**src/rtl/clk_ena_gen.sv**
```systemverilog
// Clock-enable and quadrature E/Q CPU phase generator for the Dragon/CoCo core.
// Speed modes are applied only at E-cycle boundaries so no bus cycle is ever shortened.
module clk_ena_gen #(
  parameter int                         NUM_MODES = 4,
  parameter int                         MODE_W    = 2,
  parameter int                         DIV_W     = 4,
  parameter logic [NUM_MODES*DIV_W-1:0] DIVS      = {4'd3, 4'd1, 4'd2, 4'd3},
  parameter int                         PHASE_DIV = 16
) (
  input  logic              clk,
  input  logic              reset,
  input  logic [MODE_W-1:0] mode_req,
  input  logic              hold,
  output logic              clk_ena,
  output logic              clk_e,
  output logic              clk_q,
  output logic              cycle_start,
  output logic [MODE_W-1:0] mode_active,
  output logic              switch_pending
);

  localparam int               PH_W    = (PHASE_DIV > 1) ? $clog2(PHASE_DIV) : 1;
  localparam int               NSLOT   = 2 ** MODE_W;
  localparam logic [PH_W-1:0]  PH_LAST = PH_W'(PHASE_DIV - 1);
  localparam logic [PH_W-1:0]  Q_LO    = PH_W'(PHASE_DIV / 4);
  localparam logic [PH_W-1:0]  Q_HI    = PH_W'(3 * PHASE_DIV / 4);
  localparam logic [PH_W-1:0]  E_LO    = PH_W'(PHASE_DIV / 2);
  localparam logic [MODE_W:0]  NM      = (MODE_W + 1)'(NUM_MODES);

  logic [DIV_W-1:0]  r_div_cnt;
  logic [PH_W-1:0]   r_ph;
  logic              r_ena;
  logic              r_e;
  logic              r_q;
  logic              r_cyc;
  logic [MODE_W-1:0] r_mode;
  logic              r_pend;

  logic [DIV_W-1:0]  w_div_m1_tab [NSLOT];
  logic [DIV_W-1:0]  w_div_m1;
  logic [MODE_W-1:0] w_req;
  logic [MODE_W-1:0] w_mode_nxt;
  logic [PH_W-1:0]   w_ph_nxt;
  logic              w_tick;
  logic              w_wrap;

  // Terminal-count table indexed by mode; a zero divisor field behaves as 1.
  for (genvar g = 0; g < NSLOT; g++) begin : g_div
    if (g < NUM_MODES) begin : g_used
      localparam logic [DIV_W-1:0] F = DIVS[g*DIV_W +: DIV_W];
      assign w_div_m1_tab[g] = (F == '0) ? '0 : F - DIV_W'(1);
    end else begin : g_unused
      assign w_div_m1_tab[g] = '0;
    end
  end

  assign w_req      = ({1'b0, mode_req} < NM) ? mode_req : '0;
  assign w_div_m1   = w_div_m1_tab[r_mode];
  assign w_tick     = (r_div_cnt >= w_div_m1);
  assign w_wrap     = w_tick && (r_ph == PH_LAST);
  assign w_ph_nxt   = !w_tick ? r_ph : (r_ph == PH_LAST) ? '0 : r_ph + PH_W'(1);
  assign w_mode_nxt = (w_wrap && !hold) ? w_req : r_mode;

  always_ff @(posedge clk) begin
    if (!reset) begin
      r_div_cnt <= '0;
      r_ph      <= '0;
      r_ena     <= 1'b0;
      r_e       <= 1'b0;
      r_q       <= 1'b0;
      r_cyc     <= 1'b0;
      r_mode    <= '0;
      r_pend    <= 1'b0;
    end else begin
      // Pending compares against the mode in effect after this edge, so it drops with cycle_start.
      r_pend <= (w_req != w_mode_nxt);
      if (hold) begin
        r_ena <= 1'b0;
        r_cyc <= 1'b0;
      end else begin
        r_div_cnt <= w_tick ? '0 : r_div_cnt + DIV_W'(1);
        r_ena     <= w_tick;
        r_cyc     <= w_wrap;
        r_ph      <= w_ph_nxt;
        r_q       <= (w_ph_nxt >= Q_LO) && (w_ph_nxt < Q_HI);
        r_e       <= (w_ph_nxt >= E_LO);
        r_mode    <= w_mode_nxt;
      end
    end
  end

  assign clk_ena        = r_ena;
  assign clk_e          = r_e;
  assign clk_q          = r_q;
  assign cycle_start    = r_cyc;
  assign mode_active    = r_mode;
  assign switch_pending = r_pend;

endmodule

```
**config.mk**
```make
export PLATFORM = sky130hd
export DESIGN_NAME = clk_ena_gen
export DESIGN_NICKNAME = d
export VERILOG_FILES = /design/src/rtl/clk_ena_gen.sv
export SDC_FILE = /design/constraint.sdc
export NUM_CORES = 1
export LEC_CHECK = 0
export BUFFER_PORTS_ARGS = -buffer_cell sky130_fd_sc_hd__buf_2
export CAP_MARGIN = 40
export CORE_MARGIN = 2
export CORE_UTILIZATION = 35
export DETAILED_ROUTE_END_ITERATION = 8
export GPL_TIMING_DRIVEN = 0
export HOLD_SLACK_MARGIN = 0.06
export PLACE_DENSITY_LB_ADDON = 0.1
export SLEW_MARGIN = 25
export SYNTH_ARGS = -nofsm -noshare
export SYNTH_HDL_FRONTEND = slang
export SYNTH_SLANG_ARGS = --single-unit
```
**constraint.sdc**
```tcl
create_clock -name clk -period 3.08 [get_ports clk]
set_clock_uncertainty 0.1 [all_clocks]
set_input_delay 0.924 -clock clk [delete_from_list [all_inputs] [get_ports clk]]
set_output_delay 0.924 -clock clk [all_outputs]
set_load 0.01 [all_outputs]
```
; After elaboration in Yosys (flattened, before gate mapping)
; Index checks and enable logic that the tools add are counted.
[word_totals]
ff_bits = 15
input_bits = 5
out_inout_bits = 7
word_cells = 31
[classes]
n_addsub = 2
order_cmp = 5
eq_ne = 2
mux = 7
bitwise = 2
reduce_logical = 5
[op_table]
columns = operator, n
row1 = two-way mux 4 bit, 5
row2 = adder 4 x 1 -> 4 bit (second input constant), 2
row3 = binary-select mux 4 bit (select 2 bit), 1
row4 = equality test 4 bit (second input constant), 1
row5 = greater-or-equal comparator 4 x 3 -> 1 bit (second input constant), 1
row6 = greater-or-equal comparator 4 bit, 1
row7 = greater-or-equal comparator 4 bit (second input constant), 1
row8 = < comparator 4 bit (second input constant), 1
row9 = greater-or-equal comparator 3 bit (second input constant), 1
row10 = logical AND 1 bit, 3
row11 = NOT 2 -> 3 bit, 1
row12 = two-way mux 2 bit, 1
row13 = != test 2 bit, 1
row14 = OR reduction 2 bit, 1
row15 = zero test 1 bit, 1
row16 = NOT 1 bit, 1

; Depth between registers and ports, before layout
; Gate-level depths: netlist of run 1.
[logic_depth]
ltp_word = 9
mapped_depth = 10

; Worst setup path after synthesis of run 1
; Ideal clock, no wire load.
[synth_path]
path_kind = reg2reg
from = register r_mode[1] (netlist: mode_active[1])
to = register r_e (netlist: clk_e)
setup_ps = 122
arrival_ps = 2444
t_required_ps = 2858
path_slack_ps = 414
stages_incl_launch_ff = 11
synth_period_minus_slack_ps = 2666
path_cell_list = dfxtp_1 inv_1 ha_1 ha_1 nand2b_4 a2111oi_4 and2b_2 xnor2_1 ha_1 o21a_1 o311a_1
[synth_between]
elab_chain_len = 7
[synth_rtl]
columns = item, line_no
row1 = start: declaration, 36  ; logic [MODE_W-1:0] r_mode;
row2 = start signal: assignment, 87  ; r_mode <= w_mode_nxt;
row3 = NOT 2 -> 3 bit (implied by the code), 58  ; assign w_div_m1 = w_div_m1_tab[r_mode];
row4 = binary-select mux 4 bit (select 2 bit), 58
row5 = two-way mux 4 bit (implied by the code) (2 in series), 58
row6 = greater-or-equal comparator 4 bit, 59  ; assign w_tick = (r_div_cnt >= w_div_m1);
row7 = two-way mux 4 bit, 61  ; assign w_ph_nxt = !w_tick ? r_ph : (r_ph == PH_LAST) ? '0 : r_ph + PH_W'(1);
row8 = greater-or-equal comparator 4 bit, 86  ; r_e <= (w_ph_nxt >= E_LO);
row9 = end signal: assignment, 86
row10 = end: declaration, 33  ; logic r_e;
; No other way between the ends. The select of a mux whose other input is x is not followed.
; A chain may end at the register's enable or synchronous reset.

; Worst setup path in the final report of run 1
; Ends and elaborated chain as after synthesis.

==> qor.yml, run 1 <==
final_layout:
  diodes: 0
  drive_above_1_share: 0.176
  fin_nets: 103
  syn2layout_area_growth_pct: 14.6
  postLayoutCoreUtil: 0.433
setup_path:
  crit_arrival_ns: 2.86
  cp_max_fo: 9
  start_kind: "flip-flop"
  path_common_cell: "ha_1"
  r2r-start: "mode_active[1]$_SDFFE_PN0N_"
  ff2ff_path_depth: 10
  end_kind: "flip-flop"
  reg2reg_slack_ns: 0.29
  crit_required_ns: 3.15
  cp_slowest_cell: "a2111oi_4"
  path_delay_family: "compound AO/OA/AOI/OAI gates"
  reg2reg_to: "clk_e$_SDFFE_PN0N_"
  crit_chain: "inv_1, ha_1, ha_1, nand2b_4, a2111oi_4, and2b_2, xnor2_1, ha_1, o21a_1, o311a_1"
  criticalPathCategory: "flip-flop to flip-flop"
  cp_slowest_stage_delay_ns: 0.56
  cp_num_buf_inv: 1
timing:
  fmax_ghz: 0.358
  rsz0062_at_grt: "false"
  finalSetupViolations: 0
  fin_setup_tns_ns: 0
  slew_headroom: 0.651
  worst_slew_pin_slew_ns: 0.523
  fin_crit_sh: 0.906
  final_max_slew_viol_count: 0
  finalHoldViolCount: 0
  min_period_ns: 2.79
  whs_ns: 0.455
logic_synthesis:
  synthTopCellsByCount: "15 x dfxtp_1, 7 x nor2_1, 6 x ha_1"
  synth_area_leaders: "dfxtp_1 40%, ha_1 9.9%, xor2_1 5.8%"
  synth_flop_cell: "dfxtp_1"
  yosysTopAreaCellShare: 0.397
  ys_warn_count: 0
  synth_most_common_cell: "dfxtp_1"
  yosysUniqueCellTypes: 26
  synth-seq-cells: 15
  synth_cells: 77
  synth_largest_area_cell: "dfxtp_1"
  syn_avg_cell_area_um2: 9.81
  synth-edff-count: 0
  syn_area_um2: 756
  synth_nets: 88
  ys_seq_area_frac: 0.397
  async_reset_ff_frac: 0
route:
  num_vias: 556
  first_pass_iters: 4
  wl_per_cell_um: 10.3
  avgViaCountPerCell: 4.71
  antenna_left: 0
  wl_um: 1220
  drt_iter0_drc: 1
  drc: 0
die:
  ios: 12
  fp.dieH_um: 50.5
  die_area_um2: 2550
  core_area_um2: 2000
  start_util: 0.378
  fp.dieW_um: 50.5
  row_count: 16
grt:
  grt_overflow: 0
  grt_max_degree: 11
  grt_pass1_vias: 492
  grt_antenna_before_repair: 0
  track_usage: 0.111
  grt_pass1_wl_um: 2100
placement:
  place.gp.congestion: 0.762
  port-buffer-count: 10
  dpl.hpwl_um: 902
clock_network:
  h-tree-depth: 1
  post-cts-setup-buffers: 0
  cts_max_path_buffers: 2
  numCtsBuffers: 3
  tritoncts: "done"
  cts_root_buf: "clkbuf_4"
  clk_latency_ns: 0.28
  clkTransAtPathRegs_ns: 0.09
  ctsResizeCount: 0
  cts_sinks: 15
  hold_buffers: 0
power_and_ir_drop:
  vdd_drop_max_mv: 0.307
  p_leak_nw: 0.400
  power.density_nw_per_um2: 418
min_path:
  hold_path_startpoint: "r_ph[3]$_SDFFE_PN0N_"
  min_to: "cycle_start$_SDFF_PP0_"
  whs_path_depth: 2
  hold_class: "flip-flop to flip-flop"
run_status:
  status: "finished, final reports clean"
job:
  cap_viol_max_count: 0
[metrics by stage]
step           worst slack, ns  std cells  power [mW]  instance area (um^2)
2_1_floorplan            0.414         77       0.245                   756
3_3_place_gp             0.283        114       0.258                   840
3_5_place_dp             0.279        114       0.258                   840
4_1_cts                  0.249        118       0.370                   866
5_1_grt                  0.109        118       0.387                   866
6_report                 0.290        118       0.362                   866
[where the power goes]
part / switching, mW / internal, mW
Clock: 0.0589 / 0.0502
Sequential: 0.00679 / 0.202
Combinational: 0.0228 / 0.0218
[area by class of cell]
| class | instances | area, um^2 |
|---|---|---|
| fillers | 204 | 1140 |
| well taps | 27 | 33.8 |
| plain buffers | 2 | 7.51 |
| repair buffers | 10 | 50.0 |
| clock buffers | 4 | 26.3 |
| multi-input cells | 56 | 433 |
| flip-flops and latches | 15 | 300 |
| inverters | 4 | 15.0 |
[registers in the layout, indices dropped and copies added, names as in the netlist]
name / flops
clk_e: 1
clk_ena: 1
clk_q: 1
cycle_start: 1
mode_active: 2
r_div_cnt: 4
r_ph: 4
switch_pending: 1
[layout by cell type, fill, tap and decap left out, types with 3 or more instances in the layout]
cell and n:
dfxtp_1 15, buf_2 10, nor2_1 7, ha_1 6, o21ai_0 5, xor2_1 5
inv_1 4, nor2b_1 4, and2_1 3, nand2_1 3, clkbuf_1 3, mux2i_1 3
clkbuf_4 3
[metal layers]
metal	track usage	vias to the layer above	part of all wire
met5	0	-	0
li1	-	292	-
met4	0.0405	0	0.011
met2	0.164	15	0.39
met1	0.139	247	0.54
met3	0.0536	2	0.061
[worst register-to-register path, delay by kind of cell, from the launching register on]
| family | cells | cell delay (ns) |
|---|---|---|
| buf+inv | 1 | 0.06 |
| simple gates | 2 | 0.44 |
| flops | 1 | 0.39 |
| xor+xnor | 1 | 0.12 |
| fa+ha+maj | 3 | 0.64 |
| compound gates | 3 | 0.94 |
[worst max-delay path by stage]
stage                                start                  to  slack (ns)  cells after the start
2_1_floorplan  mode_active[1]$_SDFFE_PN0N_  clk_e$_SDFFE_PN0N_        0.41                     10
3_3_place_gp   mode_active[1]$_SDFFE_PN0N_  clk_e$_SDFFE_PN0N_        0.28                     10
3_5_place_dp   mode_active[1]$_SDFFE_PN0N_  clk_e$_SDFFE_PN0N_        0.28                     10
4_1_cts        mode_active[1]$_SDFFE_PN0N_  clk_e$_SDFFE_PN0N_        0.25                     10
5_1_grt        mode_active[1]$_SDFFE_PN0N_  clk_e$_SDFFE_PN0N_        0.11                     10
6_report       mode_active[1]$_SDFFE_PN0N_  clk_e$_SDFFE_PN0N_        0.29                     10
[cells by family after synthesis]
kind of cell / Yosys count / share of synthesized area
AND/OR/NAND/NOR: 27 / 0.205
flip-flops: 15 / 0.397
AO/OA/AOI/OAI: 13 / 0.147
XOR/XNOR: 7 / 0.0811
buffers and inverters: 6 / 0.0298
adder cells (fa/ha/maj): 6 / 0.0993
multiplexers: 3 / 0.0397
Note: power is estimated with default switching activity, not from simulation.
==> run 2, diff against run 1 <==
- RECOVER_POWER: unset -> 100
==> run 2 against run 1 <==
Critical endpoint unchanged. Combinational power fell by 4%. Largest power group unchanged. Utilization is 0.81 points lower. Clock power hardly changed. Setup slack got worse by 0.054 ns.
==> qor.yml, run 2 (synthesis gave the netlist of run 1 again) <==
clock_network:
  tritoncts: "done"
  clkTransAtPathRegs_ns: 0.09  # about the same
  cts_sinks: 15  # unchanged
  post-cts-setup-buffers: 0  # unchanged
  ctsResizeCount: 0  # unchanged
  cts_root_buf: "clkbuf_4"
  cts_max_path_buffers: 2  # unchanged
  clk_latency_ns: 0.28  # about the same
  hold_buffers: 0  # unchanged
  h-tree-depth: 1  # unchanged
  numCtsBuffers: 3  # unchanged
die:
  die_area_um2: 2550  # unchanged
  core_area_um2: 2000  # unchanged
  fp.dieW_um: 50.5  # unchanged
  ios: 12  # unchanged
  start_util: 0.378  # unchanged
  row_count: 16  # unchanged
  fp.dieH_um: 50.5  # unchanged
timing:
  final_max_slew_viol_count: 0  # unchanged
  fin_setup_tns_ns: 0  # unchanged
  min_period_ns: 2.84  # +0.0540 ns
  worst_slew_pin_slew_ns: 0.535  # +0.0120 ns
  fin_crit_sh: 0.923  # +0.0175
  rsz0062_at_grt: "false"
  fmax_ghz: 0.352  # -1.9%
  finalSetupViolations: 0  # unchanged
  setup_ws_ns: 0.236  # -0.0540 ns
  finalHoldViolCount: 0  # unchanged
  slew_headroom: 0.643  # -0.00797
final_layout:
  syn2layout_area_growth_pct: 12.4
  fin_nets: 103  # unchanged
  layout_commonest_cell: "dfxtp_1"
  layout_common_cells: "15 x dfxtp_1, 10 x clkbuf_1, 7 x nor2_1"
  drive_above_1_share: 0.0879  # -0.0879
  diodes: 0  # unchanged
route:
  antenna_left: 0  # unchanged
  wl_per_cell_um: 10.4  # +0.98%
  drc: 0  # unchanged
  wl_um: 1230  # +0.98%
  dr_wl_met2_um: 495  # +4.2%
  routedLengthMet1_um: 635  # -3.3%
  first_pass_iters: 4  # unchanged
  drt_iter0_drc: 1  # unchanged
  routed.top_layer: "met4"
  met3_length_um: 88  # +19%
  avgViaCountPerCell: 4.77  # +1.3%
  num_vias: 563  # +1.3%
grt:
  grt_pass1_wl_um: 2100  # unchanged
  grt_antenna_before_repair: 0  # unchanged
  track_usage: 0.111  # unchanged
  grt_overflow: 0  # unchanged
  grt_pass1_vias: 492  # unchanged
  grt_max_degree: 11  # unchanged
setup_path:
  crit_required_ns: 3.15  # about the same
  start_kind: "flip-flop"
  crit_arrival_ns: 2.91  # +0.05 ns
  criticalPathCategory: "flip-flop to flip-flop"
  cp_max_fo: 9  # unchanged
  end_kind: "flip-flop"
placement:
  port-buffer-count: 10  # unchanged
  dpl.hpwl_um: 902  # unchanged
  place.gp.congestion: 0.762  # unchanged
  place_ws_ns: 0.279  # unchanged
run_status:
  status: "finished, final reports clean"
min_path:
  hold_class: "flip-flop to flip-flop"
power_and_ir_drop:
  p_leak_nw: 0.362  # -9.6%
  vdd_drop_max_mv: 0.308  # +0.11%
  power.density_nw_per_um2: 424  # +1.5%
job:
  cap_viol_max_count: 0  # unchanged
## run 2: cell count changes in the layout (fill, tap and decap cells not counted)
cell      delta
and2_1       -2
nand2b_1     +1
nand2b_4     -1
buf_2        -7
clkbuf_1     +7
and2_0       +2
## run 2: final cells by class
| class | instances | area, um^2 |
|---|---|---|
| Multi-Input combinational cell | 56 | 425 |
| Tap cell | 27 | 33.8 |
| Fill cell | 211 | 1150 |
| Sequential cell | 15 | 300 |
| Buffer | 2 | 7.51 |
| Inverter | 4 | 15.0 |
| Timing Repair Buffer | 10 | 41.3 |
| Clock buffer | 4 | 26.3 |
## run 2: layer usage
layer  track usage  vias to the layer above
met3        0.0536                        2
li1              -                      292
met4        0.0405                        0
met5             0                        -
met1         0.139                      252
met2         0.164                       17
## run 2: worst max-delay path: stages (launching register included)
cell       delay (ns)
dfxtp_1          0.39
inv_1            0.06
ha_1             0.18
ha_1             0.26
nand2b_1         0.18
a2111oi_4        0.58
and2b_2          0.29
xnor2_1          0.12
ha_1             0.20
o21a_1           0.10
o311a_1          0.28
## run 2: worst paths after layout
kind / from / slack (ns) / depth (start not counted) / to
worst max-delay path: mode_active[1]$_SDFFE_PN0N_ / 0.24 / 10 / clk_e$_SDFFE_PN0N_
worst min-delay path: r_ph[3]$_SDFFE_PN0N_ / 0.45 / 2 / cycle_start$_SDFF_PP0_
worst max register to register: mode_active[1]$_SDFFE_PN0N_ / 0.24 / 10 / clk_e$_SDFFE_PN0N_
worst min register to register: r_ph[3]$_SDFFE_PN0N_ / 0.45 / 2 / cycle_start$_SDFF_PP0_
## run 2: stage by stage
stage | cells | instance area, um^2 | power [mW] | util | hold slack [ns]
after global placement | 114 | 840 | 0.258 | 0.419 | 0.431
after CTS | 118 | 866 | 0.370 | 0.433 | 0.457
final | 118 | 850 | 0.360 | 0.424 | 0.455
after detailed placement | 114 | 840 | 0.258 | 0.419 | 0.422
after global routing | 118 | 850 | 0.385 | 0.424 | 0.483
after floorplan | 77 | 756 | 0.245 | - | 0.391
## run 2: where the power goes
part,switching [mW],leakage [nW],internal (mW)
Sequential,0.00685,0.122,0.202
Clock,0.0590,0.0150,0.0502
Combinational,0.0227,0.225,0.0200
==> run 3, diff against run 2 <==
- clock period: 3.08 -> 2.6 ns (I/O delays scaled with it)
==> run 3 against run 2 <==
Via count grew 3.9%. Setup slack got worse by 0.17 ns. Utilization grew 2.8 points. Die area unchanged. Clock-buffer cell count unchanged. Maximum frequency up 12%. Cell area increased by 6.5%. Routed wire length rose by 9.1%. Hold slack lost 0.0071 ns. Sequential cell count unchanged.
==> qor.yml, run 3 (synthesis gave the netlist of run 1 again) <==
run_status:
  status: "finished, final reports clean"
clock_network:
  cts_max_path_buffers: 2  # unchanged
  numCtsBuffers: 3  # unchanged
  cts_root_buf: "clkbuf_4"
  hold_buffers: 0  # unchanged
  h-tree-depth: 1  # unchanged
  clk_latency_ns: 0.28  # about the same
  cts_sinks: 15  # unchanged
  tritoncts: "done"
  clkTransAtPathRegs_ns: 0.09  # about the same
grt:
  grt_overflow: 0  # unchanged
  grt_max_degree: 11  # unchanged
  grt_antenna_before_repair: 0  # unchanged
  grt_pass1_vias: 499  # +1.4%
  track_usage: 0.118  # +0.00661
  grt_pass1_wl_um: 2170  # +3.3%
power_and_ir_drop:
  p_leak_nw: 0.388  # +7.3%
  vdd_drop_max_mv: 0.389  # +27%
  p_sw_mw: 0.109  # +23%
  p_clk_frac: 0.294  # -0.009
  intPower_mw: 0.332  # +22%
  power.density_nw_per_um2: 488  # +15%
  p_total_mw: 0.441  # +22%
  swShare: 0.248  # +0.00195
  seqPwrFrac: 0.559  # -0.019
  p_comb_frac: 0.147  # +0.028
route:
  drc: 0  # unchanged
  first_pass_iters: 3  # -1
  wl_um: 1350  # +9.1%
  wl_per_cell_um: 11.0  # +5.5%
  num_vias: 585  # +3.9%
  routed.top_layer: "met4"
  antenna_left: 0  # unchanged
  met3_length_um: 70  # -20%
  routedLengthMet1_um: 718  # +13%
  drt_iter0_drc: 2  # +1
  dr_wl_met2_um: 542  # +9.5%
  avgViaCountPerCell: 4.80  # +0.50%
timing:
  finalSetupViolations: 0  # unchanged
  finalHoldViolCount: 0  # unchanged
  setup_ws_ns: 0.0700  # -0.166 ns
  whs_ns: 0.448  # -0.00708 ns
  min_period_ns: 2.53  # -0.314 ns
  fin_crit_sh: 0.973  # +0.0498
  rsz0062_at_grt: "true"
  slew_headroom: 0.695  # +0.0514
  final_max_slew_viol_count: 0  # unchanged
  worst_slew_pin_slew_ns: 0.454  # -0.0807 ns
  fmax_ghz: 0.395  # +12%
placement:
  place.gp.congestion: 0.729  # -4.4%
  port-buffer-count: 10  # unchanged
  place_ws_ns: -0.147  # -0.427 ns
  dpl.hpwl_um: 962  # +6.7%
  dpl_cell_area_um2: 856  # +1.9%
die:
  die_area_um2: 2550  # unchanged
  core_area_um2: 2000  # unchanged
  row_count: 16  # unchanged
  start_util: 0.378  # unchanged
  ios: 12  # unchanged
  fp.dieH_um: 50.5  # unchanged
  fp.dieW_um: 50.5  # unchanged
setup_path:
  start_kind: "flip-flop"
  reg2reg_slack_ns: 0.07  # -0.17 ns
  cp.depth: 10  # unchanged
  worstSetupEndpoint: "clk_e$_SDFFE_PN0N_"
  reg2reg_to: "clk_e$_SDFFE_PN0N_"
  end_kind: "flip-flop"
  path_delay_family: "compound AO/OA/AOI/OAI gates"
  r2r-start: "mode_active[1]$_SDFFE_PN0N_"
  crit_arrival_ns: 2.60  # -0.31 ns
  path_common_cell: "ha_1"
  ff2ff_path_depth: 10  # unchanged
  criticalPathCategory: "flip-flop to flip-flop"
  crit_required_ns: 2.67  # -0.48 ns
  cp_max_fo: 4  # -5
  cp_slowest_stage_delay_ns: 0.40  # -0.18 ns
  crit_start: "mode_active[1]$_SDFFE_PN0N_"
  cp_num_buf_inv: 2  # +1
  crit_chain: "inv_1, ha_1, inv_2, ha_4, a2111oi_4, and2b_2, xnor2_1, ha_1, o21a_1, o311a_1"
  cp_slowest_cell: "a2111oi_4"
final_layout:
  drive_above_1_share: 0.179  # +0.0910
  layout_commonest_cell: "dfxtp_1"
  postLayoutCellArea_um2: 905  # +6.5%
  diodes: 0  # unchanged
  syn2layout_area_growth_pct: 19.7
  layout_common_cells: "14 x dfxtp_1, 9 x clkbuf_1, 7 x nor2_1"
  n_fill_cell: 218  # +3.3%
  fin_nets: 107  # +3.9%
min_path:
  hold_class: "flip-flop to flip-flop"
job:
  cap_viol_max_count: 0  # unchanged
==> run 3: cell types whose count changed in the layout (fill, tap and decap cells not counted), sizes merged <==
cell,change
buf,+5
clkbuf,-1
==> run 3: worst min-delay path by stage <==
stage / to / from / depth (start not counted) / slack (ns)
after detailed placement: r_ph[1]$_SDFFE_PN0N_ / r_ph[1]$_SDFFE_PN0N_ / 1 / 0.43
after CTS: cycle_start$_SDFF_PP0_ / r_ph[3]$_SDFFE_PN0N_ / 2 / 0.46
final: cycle_start$_SDFF_PP0_ / r_ph[3]$_SDFFE_PN0N_ / 2 / 0.45
after floorplan: cycle_start$_SDFF_PP0_ / r_ph[3]$_SDFFE_PN0N_ / 2 / 0.39
after global routing: cycle_start$_SDFF_PP0_ / r_ph[3]$_SDFFE_PN0N_ / 2 / 0.50
after global placement: r_ph[1]$_SDFFE_PN0N_ / r_ph[1]$_SDFFE_PN0N_ / 1 / 0.43
==> run 3: per-stage QoR <==
step,util,instances,TNS [ns]
final,0.452,122,0
after global routing,0.452,122,-0.0242
after CTS,0.452,121,0
after detailed placement,0.428,114,-0.220
after global placement,0.428,114,-0.147
after floorplan,-,77,0
==> run 3: metal layers <==
layer,up-vias,GRT usage
met4,0,0.0541
met2,14,0.164
met1,267,0.148
met5,-,0
li1,302,-
met3,2,0.0625
==> run 3: what timing repair did <==
| action | CTS | global route |
|---|---|---|
| pin swaps | 1 | 1 |
| endpoints found under the hold margin | 0 | 0 |
| endpoints found under the setup margin | 2 | 2 |
| gates resized for setup | 0 | 1 |
| setup buffers | 3 | 1 |
==> run 3: power groups by stage <==
stage	Combinational, mW	Sequential, mW	Clock, mW
6_report	0.0648	0.247	0.130
5_1_grt	0.0718	0.248	0.153
4_1_cts	0.0629	0.247	0.137
3_5_place_dp	0.0556	0.252	0
3_3_place_gp	0.0547	0.252	0
2_1_floorplan	0.0395	0.252	0
==> run 3: final cells by class <==
cell class | count | area, um^2 | share of cell area
Multi-Input combinational cell | 56 | 445 | 0.492
Sequential cell | 15 | 304 | 0.336
Timing Repair Buffer | 14 | 72.6 | 0.0802
Tap cell | 27 | 33.8 | 0.0373
Clock buffer | 4 | 26.3 | 0.0290
Inverter | 4 | 15.0 | 0.0166
Buffer | 2 | 7.51 | 0.00830
==> run 3: worst register-to-register path: cells and delay by family (launching register included) <==
family,cells,cell delay (ns)
compound gates,3,0.79
buf+inv,2,0.11
simple gates,1,0.27
fa+ha+maj,3,0.67
xor+xnor,1,0.12
flops,1,0.37
